$ cat config.mk
export PLATFORM = sky130hd
export DESIGN_NAME = uart_rx_frame_flat
export DESIGN_NICKNAME = d
export VERILOG_FILES = /design/src/rtl/uart_pkg.sv /design/src/rtl/uart_rx_frame_if.sv /design/src/rtl/uart_sync2.sv /design/src/rtl/uart_rx_frame.sv /design/src/flat_wrapper.sv
export SDC_FILE = /design/constraint.sdc
export NUM_CORES = 1
export LEC_CHECK = 0
export ABC_AREA = 1
export ABC_CLOCK_PERIOD_IN_PS = 1790
export CORE_ASPECT_RATIO = 1.1
export CORE_MARGIN = 8
export CORE_UTILIZATION = 56
export DETAILED_ROUTE_END_ITERATION = 6
export PLACE_DENSITY = 0.81
export SYNTH_ARGS = -nofsm -noshare
export SYNTH_HDL_FRONTEND = slang
export SYNTH_SLANG_ARGS = --single-unit
$ cat constraint.sdc
create_clock -name Clock -period 1.79 [get_ports Clock]
set_input_delay 0.358 -clock Clock [delete_from_list [all_inputs] [get_ports Clock]]
set_output_delay 0.358 -clock Clock [all_outputs]
set_load 0.01 [all_outputs]
$ cat src/rtl/uart_pkg.sv
// Shared UART definitions: receiver state encoding, parity modes and
// the parity helper reused by the transmitter.
package uart_pkg;

  typedef enum logic [2:0] {
    IDLE,
    START,
    DATA,
    PARITY,
    STOP
  } uart_rx_state_t;

  localparam int PAR_NONE = 0;
  localparam int PAR_EVEN = 1;
  localparam int PAR_ODD  = 2;

  localparam int MAX_DATA_BITS = 9;

  // Returns the parity bit a well-formed frame carries for this payload.
  function automatic logic parity_calc(
    input logic [MAX_DATA_BITS-1:0] data,
    input int                       mode
  );
    logic p;
    unique case (mode)
      PAR_EVEN: p = ^data;
      PAR_ODD:  p = ~^data;
      default:  p = 1'b0;
    endcase
    return p;
  endfunction

endpackage

$ cat src/rtl/uart_rx_frame_if.sv
// Receiver-to-consumer handshake: held frame, status flags and ack.
interface uart_rx_frame_if #(
  parameter int DATA_BITS = 8
);
  logic                 RxAck;
  logic                 RxValid;
  logic [DATA_BITS-1:0] RxData;
  logic                 ParityError;
  logic                 FrameError;
  logic                 Overrun;

  modport master (
    input  RxAck,
    output RxValid,
    output RxData,
    output ParityError,
    output FrameError,
    output Overrun
  );

  modport slave (
    output RxAck,
    input  RxValid,
    input  RxData,
    input  ParityError,
    input  FrameError,
    input  Overrun
  );
endinterface

$ cat src/rtl/uart_sync2.sv
// Two-flop synchroniser for an asynchronous single-bit input.
module uart_sync2 #(
  parameter logic RESET_VAL = 1'b1
) (
  input  logic Clock,
  input  logic Reset,
  input  logic D,
  output logic Q
);
  logic meta;

  always_ff @(posedge Clock or posedge Reset) begin
    if (Reset) begin
      meta <= RESET_VAL;
      Q    <= RESET_VAL;
    end else begin
      meta <= D;
      Q    <= meta;
    end
  end
endmodule

$ cat src/rtl/uart_rx_frame.sv
// Parametrised UART receiver with valid/ack holding register.
// Define UART_RX_MAJORITY_VOTE_EN for 2-of-3 majority bit sampling.
module uart_rx_frame #(
  parameter int DATA_BITS   = 8,
  parameter int OVERSAMPLE  = 16,
  parameter int PARITY_MODE = 0,
  parameter int STOP_BITS   = 1
) (
  input  logic Clock,
  input  logic Reset,
  input  logic Rx,
  input  logic Tick,
  output logic Busy,
  uart_rx_frame_if.master rxIf
);
  import uart_pkg::*;

  localparam int TW = $clog2(OVERSAMPLE);
  localparam int BW = $clog2(DATA_BITS);
  localparam logic [TW-1:0] BIT_LAST  = TW'(OVERSAMPLE - 1);
  localparam logic [TW-1:0] HALF_LAST = TW'(OVERSAMPLE / 2 - 1);
  localparam logic [BW-1:0] DATA_LAST = BW'(DATA_BITS - 1);
  localparam logic [BW-1:0] STOP_LAST = BW'(STOP_BITS - 1);

  uart_rx_state_t state, stateNext;
  logic [TW-1:0] tickCnt, tickCntNext;
  logic [BW-1:0] bitCnt, bitCntNext;
  logic [DATA_BITS-1:0] shiftReg, shiftNext;
  logic parErr, parErrNext;
  logic frmErr, frmErrNext;
  logic armed, armedNext;
  logic done;
  logic rxS;
  logic sampleBit;
  logic midBit;

  logic                 rxValid;
  logic [DATA_BITS-1:0] rxData;
  logic                 parityError;
  logic                 frameError;
  logic                 overrun;

  uart_sync2 #(
    .RESET_VAL(1'b1)
  ) uSync (
    .Clock(Clock),
    .Reset(Reset),
    .D    (Rx),
    .Q    (rxS)
  );

`ifdef UART_RX_MAJORITY_VOTE_EN
  logic [1:0] hist;

  always_ff @(posedge Clock or posedge Reset) begin
    if (Reset) begin
      hist <= 2'b11;
    end else if (Tick) begin
      hist <= {hist[0], rxS};
    end
  end

  // Vote over the two previous ticks and the deciding tick.
  assign sampleBit = (hist[1] & hist[0]) |
                     (hist[1] & rxS) |
                     (hist[0] & rxS);
`else
  assign sampleBit = rxS;
`endif

  assign midBit = (tickCnt == BIT_LAST);
  assign Busy   = (state != IDLE);

  always_ff @(posedge Clock or posedge Reset) begin
    if (Reset) begin
      state    <= IDLE;
      tickCnt  <= '0;
      bitCnt   <= '0;
      shiftReg <= '0;
      parErr   <= 1'b0;
      frmErr   <= 1'b0;
      armed    <= 1'b0;
    end else begin
      state    <= stateNext;
      tickCnt  <= tickCntNext;
      bitCnt   <= bitCntNext;
      shiftReg <= shiftNext;
      parErr   <= parErrNext;
      frmErr   <= frmErrNext;
      armed    <= armedNext;
    end
  end

  always_comb begin
    stateNext   = state;
    tickCntNext = tickCnt;
    bitCntNext  = bitCnt;
    shiftNext   = shiftReg;
    parErrNext  = parErr;
    frmErrNext  = frmErr;
    armedNext   = armed;
    done        = 1'b0;
    unique case (state)
      IDLE: begin
        // A line stuck low after a break must go high before re-arming.
        if (rxS) begin
          armedNext = 1'b1;
        end else if (armed) begin
          stateNext   = START;
          tickCntNext = '0;
          parErrNext  = 1'b0;
          frmErrNext  = 1'b0;
        end
      end
      START: begin
        if (Tick) begin
          if (tickCnt == HALF_LAST) begin
            tickCntNext = '0;
            if (!sampleBit) begin
              stateNext  = DATA;
              bitCntNext = '0;
            end else begin
              stateNext = IDLE;
            end
          end else begin
            tickCntNext = tickCnt + TW'(1);
          end
        end
      end
      DATA: begin
        if (Tick) begin
          if (midBit) begin
            tickCntNext = '0;
            shiftNext   = {sampleBit, shiftReg[DATA_BITS-1:1]};
            if (bitCnt == DATA_LAST) begin
              bitCntNext = '0;
              stateNext  = (PARITY_MODE != PAR_NONE) ? PARITY : STOP;
            end else begin
              bitCntNext = bitCnt + BW'(1);
            end
          end else begin
            tickCntNext = tickCnt + TW'(1);
          end
        end
      end
      PARITY: begin
        if (Tick) begin
          if (midBit) begin
            tickCntNext = '0;
            parErrNext  = sampleBit !=
              parity_calc(MAX_DATA_BITS'(shiftReg), PARITY_MODE);
            stateNext   = STOP;
          end else begin
            tickCntNext = tickCnt + TW'(1);
          end
        end
      end
      STOP: begin
        if (Tick) begin
          if (midBit) begin
            tickCntNext = '0;
            if (!sampleBit) begin
              frmErrNext = 1'b1;
            end
            if (bitCnt == STOP_LAST) begin
              bitCntNext = '0;
              stateNext  = IDLE;
              armedNext  = sampleBit;
              done       = 1'b1;
            end else begin
              bitCntNext = bitCnt + BW'(1);
            end
          end else begin
            tickCntNext = tickCnt + TW'(1);
          end
        end
      end
      default: stateNext = IDLE;
    endcase
  end

  always_ff @(posedge Clock or posedge Reset) begin
    if (Reset) begin
      rxValid     <= 1'b0;
      rxData      <= '0;
      parityError <= 1'b0;
      frameError  <= 1'b0;
      overrun     <= 1'b0;
    end else if (done) begin
      rxValid     <= 1'b1;
      rxData      <= shiftReg;
      parityError <= parErr;
      frameError  <= frmErrNext;
      overrun     <= rxValid & ~rxIf.RxAck;
    end else if (rxValid && rxIf.RxAck) begin
      rxValid     <= 1'b0;
      parityError <= 1'b0;
      frameError  <= 1'b0;
      overrun     <= 1'b0;
    end
  end

  assign rxIf.RxValid     = rxValid;
  assign rxIf.RxData      = rxData;
  assign rxIf.ParityError = parityError;
  assign rxIf.FrameError  = frameError;
  assign rxIf.Overrun     = overrun;
endmodule

$ cat src/flat_wrapper.sv
// flat-port wrapper written by rule: the top's interface ports become plain ports
module uart_rx_frame_flat import uart_pkg::*;
#(
  parameter int DATA_BITS   = 8,
  parameter int OVERSAMPLE  = 16,
  parameter int PARITY_MODE = 0,
  parameter int STOP_BITS   = 1
)
  (Clock, Reset, Rx, Tick, Busy, rxIf_RxAck, rxIf_RxValid, rxIf_RxData, rxIf_ParityError, rxIf_FrameError, rxIf_Overrun);
  uart_rx_frame_if #(.DATA_BITS(DATA_BITS)) rxIf_i ();
  input  logic Clock;
  input  logic Reset;
  input  logic Rx;
  input  logic Tick;
  output logic Busy;
  input wire logic [$bits(rxIf_i.RxAck)-1:0] rxIf_RxAck;
  output wire logic [$bits(rxIf_i.RxValid)-1:0] rxIf_RxValid;
  output wire logic [$bits(rxIf_i.RxData)-1:0] rxIf_RxData;
  output wire logic [$bits(rxIf_i.ParityError)-1:0] rxIf_ParityError;
  output wire logic [$bits(rxIf_i.FrameError)-1:0] rxIf_FrameError;
  output wire logic [$bits(rxIf_i.Overrun)-1:0] rxIf_Overrun;
  assign rxIf_i.RxAck = rxIf_RxAck;
  assign rxIf_RxValid = rxIf_i.RxValid;
  assign rxIf_RxData = rxIf_i.RxData;
  assign rxIf_ParityError = rxIf_i.ParityError;
  assign rxIf_FrameError = rxIf_i.FrameError;
  assign rxIf_Overrun = rxIf_i.Overrun;
  uart_rx_frame #(.DATA_BITS(DATA_BITS), .OVERSAMPLE(OVERSAMPLE), .PARITY_MODE(PARITY_MODE), .STOP_BITS(STOP_BITS)) u_core (.Clock(Clock), .Reset(Reset), .Rx(Rx), .Tick(Tick), .Busy(Busy), .rxIf(rxIf_i));
endmodule
Yosys cells after proc, flatten, opt, wreduce, memory -nomap -nowiden
Index checks and enable logic that the tools add are counted.
- flip-flop bits (word level): 35
- output and inout port bits: 13
- $add $sub $neg: 2
- eq/ne operators: 23
- mux-type cells: 59
- bitwise logic cells: 2
- reductions and logical operators: 16
- operator list (cell ; count):
    two-way mux 3 bit ; 21
    two-way mux 1 bit ; 25
    two-way mux 4 bit ; 6
    != test 2 x 1 -> 1 bit, second input constant ; 8
    one-hot mux 3 bit (5 select lines) ; 1
    AND reduction 5 bit ; 3
    != test 2 bit, second input constant ; 7
    one-hot mux 4 bit (3 select lines) ; 1
    AND reduction 12 bit ; 1
    one-hot mux 3 bit (3 select lines) ; 1
    nonzero test 3 bit ; 3
    AND reduction 8 bit ; 1
    == test 3 x 2 -> 1 bit, second input constant ; 2
    == test 3 bit, second input constant ; 2
    logical NOT 3 bit ; 2
    one-hot mux 1 bit (2 select lines) ; 3
    nonzero test 2 bit ; 3
    adder 4 x 1 -> 4 bit, second input constant ; 1
    == test 4 x 3 -> 1 bit, second input constant ; 1
    == test 4 bit, second input constant ; 1
    adder 3 x 1 -> 3 bit, second input constant ; 1
    == test 3 x 1 -> 1 bit, second input constant ; 1
    AND reduction 3 bit ; 1
    OR reduction 3 bit ; 1
    5 further kinds ; 5

Depth between registers and ports, before layout
Gate-level depths: netlist of run 1.
- depth in word-level cells: 8
- mapped depth: 10
- depth with buffers taken out: 10

By module
A second synthesis of run 1 with hierarchy kept.
- cell total of the unflattened synthesis: 231
- area, all modules: 1899.3 sq um
- modules (own cells, without submodules) (module ; instances ; cells an instance ; area each (sq um) ; sequential area each (sq um)):
    uart_rx_frame ; 1 ; 228 ; 1843.0 ; 825.8
    uart_sync2 ; 1 ; 3 ; 56.3 ; 52.6

Worst setup path after synthesis of run 1
Ideal clock, no wire load.
- path kind: register -> register
- from: register u_core.tickCnt[0]
- to: register u_core.state[0]
- setup time: 0.117 ns
- data arrival time: 1.246 ns
- data required time: 1.673 ns
- path slack: 0.427 ns
- cell stages (with the launch flop): 9
- buffers on the path: 0
- path through: dfrtp_1 ha_1 nand3_4 nor2_4 nor2_2 nor2_8 nand3_2 nand2_1 nand2_1
- word-level cells in the longest chain between the ends: 3
- elaborated cells on any way between the ends: 7
- those cells by class: eq/ne: 6; reduce/logical: 1
- RTL lines (element ; RTL line ; source):
    from (decl) ; uart_rx_frame.sv:26 ; logic [TW-1:0] tickCnt, tickCntNext;
    from (signal assigned) ; uart_rx_frame.sv:85 ; tickCnt <= tickCntNext;
    == test 4 bit / == test 4 x 3 -> 1 bit (equally long branches) ; uart_rx_frame.sv:71, uart_rx_frame.sv:117 ;
    != test 2 x 1 -> 1 bit (no source line) ; -- ;
    AND reduction 12 bit (no source line) (*) ; -- ;
    to (signal assigned) ; uart_rx_frame.sv:84 ; state <= stateNext;
    to (decl) ; uart_rx_frame.sv:25 ; uart_rx_state_t state, stateNext;
Every way passes the cells marked *; elsewhere a longest branch is shown, timed or not.
A chain may end at the register's enable or synchronous reset.

Final worst setup path of run 1
- from: register u_core.state[0]
- to: output port Busy
- word-level cells in the longest chain between the ends: 1
- RTL lines (element ; RTL line ; source):
    nonzero test 3 bit ; uart_rx_frame.sv:72 ; assign Busy = (state != IDLE);
    to (decl) ; flat_wrapper.sv:15 ; output logic Busy;
No other way between the ends.

==> impl_metrics.py, run 1 <==
metrics = {
    "status": {
        "status": "finished, final reports clean",
    },
    "sta": {
        "worstMarginPinSlew_ns": 0.354,
        "finalSetupViolCount": 0,
        "slew_headroom": 0.763,
        "fin_skew_ns": 0.0142,
        "rsz0062_at_grt": "false",
        "finalHoldViolations": 0,
        "holdWs_ns": 0.346,
        "min_period_ns": 1.70,
        "final-max-slew-violation-count": 0,
        "fmax_mhz": 590,
        "fin_crit_sh": 0.948,
    },
    "worst_setup_path": {
        "max_stage_delay_ns": 0.41,
        "crit_type": "reg -> out",
        "worstPathArrival_ns": 1.34,
        "worstPathRequired_ns": 1.43,
        "r2r-end": "u_core.shiftReg[1]",
        "reg2reg_from": "u_core.state[2]",
        "cp_top_family": "flip-flops",
        "crit_end": "Busy",
        "crit_fanout": 4,
        "crit_path_end_kind": "output pin",
        "crit_path_start": "u_core.state[0]",
        "critical-path-slowest-cell": "dfrtp_1",
        "r2r_cells": 6,
        "start_kind": "register",
        "crit_chain": "inv_2, nand2_2, nor2_4, inv_2, clkdlybuf4s15_1",
        "ff2ff_setup_slack_ns": 0.15,
        "cp.depth": 5,
        "crit_buf_inv": 3,
        "cp_common_cell": "inv_2",
    },
    "grt": {
        "grt.total_usage": 0.133,
        "grt_max_degree": 36,
        "grt-ovfl-total": 0,
        "antenna_found_initial": 0,
        "grt_pass1_wl_mm": 6.00,
        "grt_pass1_vias": 1379,
    },
    "placed_design": {
        "numPortBuffers": 17,
        "dp.final_hpwl_mm": 2.55,
        "gp_routability_congestion": 0.951,
        "dp_cells": 275,
    },
    "yosys": {
        "synth_xor_area_frac": 0.00457,
        "ys_warn_count": 0,
        "synth.area.top_cells": "dfrtp_1 (43%), nand2_1 (13%), inv_1 (4.5%), nand3_1 (3.9%), o21ai_2 (3.7%)",
        "synthCells": 221,
        "synthAdderAreaFrac": 0.0261,
        "synth_cell_types": 28,
        "synth_compound_area_frac": 0.100,
        "synth_top_area_cell": "dfrtp_1",
        "ys_seq_elements": 35,
        "synth-simple-area-share": 0.335,
        "synth.top_cell.area_share": 0.431,
        "synthMuxAreaShare": 0,
        "netlist_area_mm2": 0.00192,
        "synth_top_family_by_area": "simple AND/OR/NAND/NOR gates",
        "avgSynthCellArea_um2": 8.68,
        "ys_seq_area_frac": 0.458,
        "synth_fp_nets": 230,
    },
    "die": {
        "core_area_mm2": 0.00330,
        "start_util": 0.581,
        "die-area_mm2": 0.00556,
        "rows": 22,
        "die_h_um": 77.4,
        "io_pins": 18,
        "die_x_um": 71.8,
    },
    "finish": {
        "area_growth_pct": 15.6,
        "antenna_cells": 0,
        "nets": 256,
        "drive_gt1_frac": 0.246,
        "fin_cells": 284,
        "final_core_util": 0.671,
    },
    "route": {
        "drtPass1Iterations": 4,
        "via_count": 1431,
        "detail_route.iter0.violations": 80,
        "routed_wl_mm": 3.42,
        "wl_per_cell_um": 12.0,
        "drc": 0,
        "viasPerCell": 5.04,
        "ant_nets": 0,
    },
    "clocking": {
        "clock_latency_ns": 0.34,
        "postCtsHoldBufs": 0,
        "h-tree-depth": 2,
        "cts_tree": "done",
        "cts.sinks": 35,
        "cts_made_buffers": 5,
        "clk_path_buf_depth": 2,
        "clk_pin_slew_worst_paths_ns": 0.12,
        "cts-root-buf": "clkbuf_4",
    },
    "min_path": {
        "hold_path_class": "in -> async",
    },
    "job": {
        "cap_viol_max_count": 0,
    },
    "power": {
        "p_leak_nw": 1.07,
        "fin_total_pwr_mw": 2.41,
        "ir_worst_vdd_mv": 0.568,
        "p_per_area_mw_per_mm2": 1090,
    },
}
## cells in the final DEF (no fill, tap or decap), drive strengths merged, types with 2 or more instances in the layout
master	n
buf	6
nand3	21
clkdlybuf4s50	16
a21oi	3
clkinvlp	2
nand2	75
dfstp	2
clkbuf	5
nor2	20
nand4	3
o21ai	23
dfrtp	33
inv	28
ha	4
## power by group
part	leakage [nW]	internal [mW]	switching (mW)
Clock	0.0272	0.150	0.275
Combinational	0.574	0.370	0.661
Sequential	0.471	0.871	0.0807
Total	1.07	1.39	1.02
## through the flow
step	TNS, ns	worst slack, ns	cell area (µm²)
after floorplan	0	0.427	1920
after global placement	0	0.0603	2140
after detailed placement	-0.00283	-0.00283	2140
after CTS	0	0.00557	2210
after global routing	0	0.00460	2220
final	0	0.0939	2220
## cell type report
type,instances,area [µm²]
clock inverters,3,20.0
fillers,272,1090
repair buffers,23,228
well taps,36,45.0
flip-flops and latches,35,878
clock buffers,5,37.5
multi-input cells,154,903
inverters,28,105
## worst reg2reg max path, cell delays in order, from the launching register on
cell	delay (ns)
dfrtp_1	0.51
inv_1	0.20
nand2_1	0.13
nor2_1	0.22
nand2_2	0.27
nand2_1	0.15
o21ai_2	0.06
## cell usage after synthesis (all sizes together)
cell,instances
nor2,20
xor2,1
a21oi,3
dfstp,2
inv,28
nand2,75
nand4,3
nand3b,1
dfrtp,33
o31ai,1
nand3,21
buf,4
nor3,1
ha,4
o21ai,23
a21boi,1
## state kept, by name (all words and copies together) (netlist names)
signal,count
u_core.armed,1
u_core.bitCnt,3
u_core.frmErr,1
u_core.parErr,1
u_core.rxIf.FrameError,1
u_core.rxIf.Overrun,1
u_core.rxIf.ParityError,1
u_core.rxIf.RxData,8
u_core.rxIf.RxValid,1
u_core.shiftReg,8
u_core.state,3
u_core.tickCnt,4
u_core.uSync.Q,1
u_core.uSync.meta,1
## worst min path at each step
stage / endpoint / startpoint / cells past startpoint
final: u_core.parErr / Reset / 3
after CTS: u_core.tickCnt[3] / Reset / 3
after detailed placement: u_core.uSync.Q / u_core.uSync.meta / 0
after floorplan: u_core.uSync.Q / u_core.uSync.meta / 0
after global placement: u_core.uSync.Q / u_core.uSync.meta / 0
after global routing: u_core.parErr / Reset / 3
## per-layer routing
layer | routed length, µm | global-route usage | vias up
met2 | 1670 | 0.225 | 27
met4 | 59 | 0.0593 | 0
met1 | 1550 | 0.152 | 644
li1 | - | - | 751
met5 | 0 | 0 | -
met3 | 133 | 0.0360 | 9
## kinds of logic after synthesis
kind of cell,Yosys count
simple gates,121
flops,35
buf+inv,32
compound gates,28
fa+ha+maj,4
xor+xnor,1
## repair_timing
action                     CTS  global route
pin swaps                    0             0
buffers inserted             1             0
gates resized for setup      1             3
hold endpoints to repair     0             0
setup endpoints to repair    1             3
No activity file was read; power rests on OpenSTA's default activity.
==> inputs of run 2 (changes only) <==
- ABC_CLOCK_PERIOD_IN_PS: 1790 -> 2100
- CORE_UTILIZATION: 56 -> 60
- PLACE_DENSITY: 0.81 -> 0.86
- clock period: 1.79 -> 2.1 ns (I/O delays scaled with it)
==> run 2 against run 1 <==
  * Clock-buffer cell count increased by 1
  * Largest cell class unchanged
  * Global-route usage grew 1.7 points
  * Combinational power shrank 17%
  * Core utilization up 4.3 points
  * Register-to-register slack better by 0.30 ns
  * First-iteration DRC count down 13%
  * Non-clock buffer count down 2
  * Sequential power down 15%
  * Setup slack improved by 0.25 ns
  * Highest routed layer unchanged
  * Critical endpoint unchanged
  * Cell count fell by 1.4%
  * Sequential share of layout area rose by 0.82 points
  * Largest power group unchanged
==> impl_metrics.py, run 2 (same netlist as run 1, synthesis figures left out) <==
metrics = {
    "route": {
        "drtPass1Iterations": 6,
        "met3_length_um": 105,
        "top_layer": "met4",
        "routed_wl_mm": 3.56,
        "drt-met1-wl_mm": 1.61,
        "dr_wl_met2_mm": 1.78,
        "ant_nets": 0,
        "detail_route.iter0.violations": 70,
        "via_count": 1463,
        "viasPerCell": 5.23,
        "wl_per_cell_um": 12.7,
        "drc": 0,
    },
    "placed_design": {
        "numPortBuffers": 17,
        "dp.final_hpwl_mm": 2.68,
        "dp_cells": 270,
        "gp_routability_congestion": 0.903,
    },
    "min_path": {
        "min_to": "u_core.uSync.Q",
        "holdCritStartpoint": "u_core.uSync.meta",
        "hold_path_depth": 0,
        "hold_path_class": "reg -> reg",
    },
    "worst_setup_path": {
        "reg2reg_from": "u_core.tickCnt[0]",
        "start_kind": "register",
        "crit_type": "reg -> out",
        "crit_path_end_kind": "output pin",
        "crit_path_start": "u_core.state[1]",
        "crit_chain": "inv_2, nand2_2, nor2_2, inv_2, dlymetal6s2s_1",
        "critical-path-slowest-cell": "dfrtp_2",
        "crit_fanout": 4,
        "crit_buf_inv": 3,
        "worstPathRequired_ns": 1.68,
        "worstPathArrival_ns": 1.34,
        "cp_top_family": "flip-flops",
        "max_stage_delay_ns": 0.43,
        "cp_common_cell": "inv_2",
        "r2r-end": "u_core.rxIf.FrameError",
        "r2r_cells": 7,
        "ff2ff_setup_slack_ns": 0.45,
    },
    "sta": {
        "min_period_ns": 1.76,
        "rsz0062_at_grt": "false",
        "fin_crit_sh": 0.837,
        "fin_skew_ns": 0.00938,
        "worstMarginPinSlew_ns": 0.424,
        "holdWs_ns": 0.361,
        "finalSetupViolCount": 0,
        "fmax_mhz": 569,
        "final-max-slew-violation-count": 0,
        "finalSetupTns_ns": 0,
        "finalHoldViolations": 0,
        "slew_headroom": 0.717,
    },
    "finish": {
        "n_fill_cell": 253,
        "mostFrequentLayoutCell": "nand2_1",
        "fin_cells": 280,
        "drive_gt1_frac": 0.244,
        "mostFrequentLayoutCells": "nand2_1 (64), dfrtp_1 (31), inv_1 (23), clkdlybuf4s50_1 (16), nand3_1 (15)",
        "area_growth_pct": 13.6,
        "antenna_cells": 0,
        "multi_input_area_um2": 893,
        "nets": 254,
        "ff_latch_area_um2": 881,
    },
    "status": {
        "status": "finished, final reports clean",
    },
    "die": {
        "die-area_mm2": 0.00526,
        "die_h_um": 75.3,
        "rows": 21,
        "die_x_um": 69.9,
        "core_area_mm2": 0.00305,
        "io_pins": 18,
        "start_util": 0.629,
    },
    "grt": {
        "grt_pass1_wl_mm": 6.43,
        "grt_max_degree": 36,
        "grt.total_usage": 0.150,
        "grt_pass1_vias": 1478,
        "antenna_found_initial": 0,
        "grt-ovfl-total": 0,
    },
    "power": {
        "ir_worst_vdd_mv": 0.714,
        "p_per_area_mw_per_mm2": 930,
        "fin_total_pwr_mw": 2.03,
        "p_leak_nw": 1.05,
    },
    "clocking": {
        "clk_path_buf_depth": 2,
        "cts-root-buf": "clkbuf_4",
        "cts.sinks": 35,
        "clock_latency_ns": 0.34,
        "cts_made_buffers": 5,
        "clk_pin_slew_worst_paths_ns": 0.11,
        "h-tree-depth": 2,
        "cts_tree": "done",
    },
    "job": {
        "cap_viol_max_count": 0,
    },
}
## run 2: metrics by stage
stage | instance area, µm² | utilization | setup slack, ns
after floorplan | 1920 | - | 0.737
after global placement | 2100 | 0.690 | 0.249
after detailed placement | 2100 | 0.690 | 0.179
after CTS | 2180 | 0.714 | 0.0140
after global routing | 2180 | 0.715 | 0.278
final | 2180 | 0.715 | 0.342
## run 2: worst register-to-register path, stage by stage, from the launching register on
cell     delay [ns]
dfrtp_1        0.41
ha_1           0.26
nand3_4        0.15
nor2_4         0.17
nand2_2        0.27
inv_1          0.19
nand2_1        0.08
nand2_1        0.07
## run 2: worst max-delay path by stage
stage,end,cells after the start
after global placement,u_core.rxIf.Overrun,6
after global routing,Busy,5
after CTS,Busy,5
after floorplan,u_core.state[0],8
final,Busy,5
after detailed placement,u_core.rxIf.Overrun,6
## run 2: layout make-up
| type | instances | share of cell area |
|---|---|---|
| clock inverter | 2 | 0.00574 |
| tap | 34 | 0.0195 |
| multi-input combinational | 154 | 0.410 |
| inverter | 28 | 0.0482 |
| sequential | 35 | 0.404 |
| clock buffer | 6 | 0.0190 |
| timing repair buffer | 21 | 0.0930 |
## run 2: report_power, final
part           switching [mW]  internal, mW  total, mW
Combinational           0.556         0.304      0.860
Clock                   0.223         0.129      0.352
Sequential             0.0682         0.745      0.813
Total                   0.847          1.18       2.03
## run 2: repair_timing
action                                  CTS  global route
endpoints found under the setup margin    1             1
hold buffers                              0             0
pin swaps                                 0             0
setup buffers                             2             0
gates resized for setup                   2             1
## run 2: routing by layer
layer | vias to the layer above | global-route usage
met1 | 690 | 0.175
met5 | - | 0
met4 | 0 | 0.0625
met2 | 15 | 0.260
li1 | 752 | -
met3 | 6 | 0.0378
==> inputs of run 3 (changes only) <==
- ABC_CLOCK_PERIOD_IN_PS: 2100 -> 1800
- CORE_UTILIZATION: 60 -> 56
- PLACE_DENSITY: 0.86 -> 0.81
- clock period: 2.1 -> 1.8 ns (I/O delays scaled with it)
==> run 3 against run 2 <==
  * Sequential power up 17%
  * Setup slack got worse by 0.29 ns
  * Hold slack worse by 0.017 ns
  * Via count decreased by 2.3%
  * Cell area increased by 1.8%
  * Critical path depth stayed put
  * Flip-flop and latch count is the same
  * Global-route usage down 1.0 points
  * Combinational power up 19%
  * Largest power group unchanged
  * Total power up 18%
  * Core utilization fell by 4.3 points
  * Die area rose by 5.5%
==> impl_metrics.py, run 3 (same netlist as run 1, synthesis figures left out) <==
metrics = {
    "route": {
        "drtPass1Iterations": 4,
        "viasPerCell": 5.03,
        "routed_wl_mm": 3.48,
        "wl_per_cell_um": 12.2,
        "ant_nets": 0,
        "drc": 0,
        "detail_route.iter0.violations": 45,
        "via_count": 1429,
    },
    "worst_setup_path": {
        "max_stage_delay_ns": 0.41,
        "crit_type": "reg -> out",
        "cp_common_cell": "inv_2",
        "critical-path-slowest-cell": "dfrtp_1",
        "crit_fanout": 4,
        "crit_chain": "inv_2, nand2_2, nor2_4, inv_2, dlygate4sd2_1",
        "cp_top_family": "buffers and inverters",
        "worstPathRequired_ns": 1.44,
        "crit_path_end_kind": "output pin",
        "start_kind": "register",
        "crit_buf_inv": 3,
        "worstPathArrival_ns": 1.39,
    },
    "grt": {
        "grt-ovfl-total": 0,
        "grt_pass1_vias": 1451,
        "grt_pass1_wl_mm": 6.34,
        "grt_max_degree": 36,
        "antenna_found_initial": 0,
        "grt.total_usage": 0.140,
    },
    "die": {
        "rows": 22,
        "core_area_mm2": 0.00330,
        "die_x_um": 71.8,
        "io_pins": 18,
        "start_util": 0.581,
        "die_h_um": 77.4,
        "die-area_mm2": 0.00556,
    },
    "finish": {
        "nets": 256,
        "final_core_util": 0.671,
        "area_growth_pct": 15.6,
        "mostFrequentLayoutCell": "nand2_1",
        "mostFrequentLayoutCells": "nand2_1 (64), dfrtp_1 (33), inv_1 (23), clkdlybuf4s50_1 (16), nand3_1 (15)",
        "drive_gt1_frac": 0.242,
        "antenna_cells": 0,
    },
    "placed_design": {
        "gp_routability_congestion": 0.945,
        "dp.final_hpwl_mm": 2.58,
        "place_ws_ns": 0.0236,
        "numPortBuffers": 17,
    },
    "sta": {
        "final-max-slew-violation-count": 0,
        "worstMarginPinSlew_ns": 0.377,
        "finalHoldViolations": 0,
        "rsz0062_at_grt": "false",
        "finalSetupTns_ns": 0,
        "fin_skew_ns": 0.0134,
        "holdWs_ns": 0.344,
        "fin_crit_sh": 0.970,
        "slew_headroom": 0.749,
        "min_period_ns": 1.75,
        "fin_ws_ns": 0.0539,
        "finalSetupViolCount": 0,
        "fmax_mhz": 573,
    },
    "job": {
        "cap_viol_max_count": 0,
    },
    "clocking": {
        "cts_made_buffers": 5,
        "postCtsHoldBufs": 0,
        "cts.sinks": 35,
        "h-tree-depth": 2,
        "clock_latency_ns": 0.35,
        "cts-root-buf": "clkbuf_4",
        "cts_tree": "done",
        "clk_path_buf_depth": 2,
        "clk_pin_slew_worst_paths_ns": 0.12,
    },
    "power": {
        "p_per_area_mw_per_mm2": 1080,
        "ir_worst_vdd_mv": 0.587,
        "p_leak_nw": 1.09,
    },
    "status": {
        "status": "finished, final reports clean",
    },
    "min_path": {
        "hold_path_class": "in -> async",
    },
}
==> run 3: changes by cell type in the layout (fill, tap and decap cells not counted), sizes merged <==
cell | before | now
buf | 4 | 6
dlymetal6s2s | 1 | 0
dlygate4sd2 | 0 | 1
==> run 3: cell type report <==
type / count / area, µm²
clock buffers: 6 / 41.3
clock inverters: 2 / 12.5
fillers: 273 / 1090
inverters: 28 / 105
multi-input cells: 154 / 908
flip-flops and latches: 35 / 878
well taps: 36 / 45.0
repair buffers: 23 / 226
==> run 3: through the flow <==
stage	cells	instance area (µm²)	power [mW]
floorplan	221	1920	1.74
global route	284	2220	2.58
detailed placement	275	2140	1.98
global placement	275	2140	1.96
finish	284	2220	2.40
CTS	284	2200	2.40
==> run 3: worst paths after layout <==
path                                   start                 to  slack [ns]  depth (start not counted)
setup / recovery             u_core.state[0]               Busy        0.05                          5
hold / removal                         Reset  u_core.tickCnt[3]        0.34                          3
setup reg to reg             u_core.state[2]   u_core.bitCnt[0]        0.16                          9
hold reg to reg            u_core.uSync.meta     u_core.uSync.Q        0.37                          0
max in group asynchronous              Reset     u_core.uSync.Q        1.20                          3
min in group Clock         u_core.uSync.meta     u_core.uSync.Q        0.37                          0
==> run 3: report_power, final <==
part | switching [mW] | total (mW) | leakage (nW) | internal [mW]
logic | 0.660 | 1.02 | 0.589 | 0.365
registers | 0.0818 | 0.948 | 0.471 | 0.866
clock network | 0.275 | 0.425 | 0.0282 | 0.151
total | 1.02 | 2.40 | 1.09 | 1.38
==> run 3: worst min-delay path, delay by kind of cell <==
kind / cells / cell delay (ns)
buffers and inverters: 3 / 0.70
==> run 3: what timing repair did <==
| action | CTS | global route |
|---|---|---|
| setup endpoints to repair | 1 | 2 |
| gates cloned | 0 | 0 |
| setup buffers | 1 | 0 |
| gates resized for setup | 1 | 3 |
==> run 3: routing by layer <==
metal | global-route usage | part of all wire | wire (µm) | vias to the layer above
met4 | 0.0532 | 0.013 | 46 | 0
li1 | - | - | - | 750
met5 | 0 | 0 | 0 | -
met1 | 0.171 | 0.47 | 1620 | 656
met3 | 0.0386 | 0.034 | 118 | 6
met2 | 0.228 | 0.49 | 1690 | 17
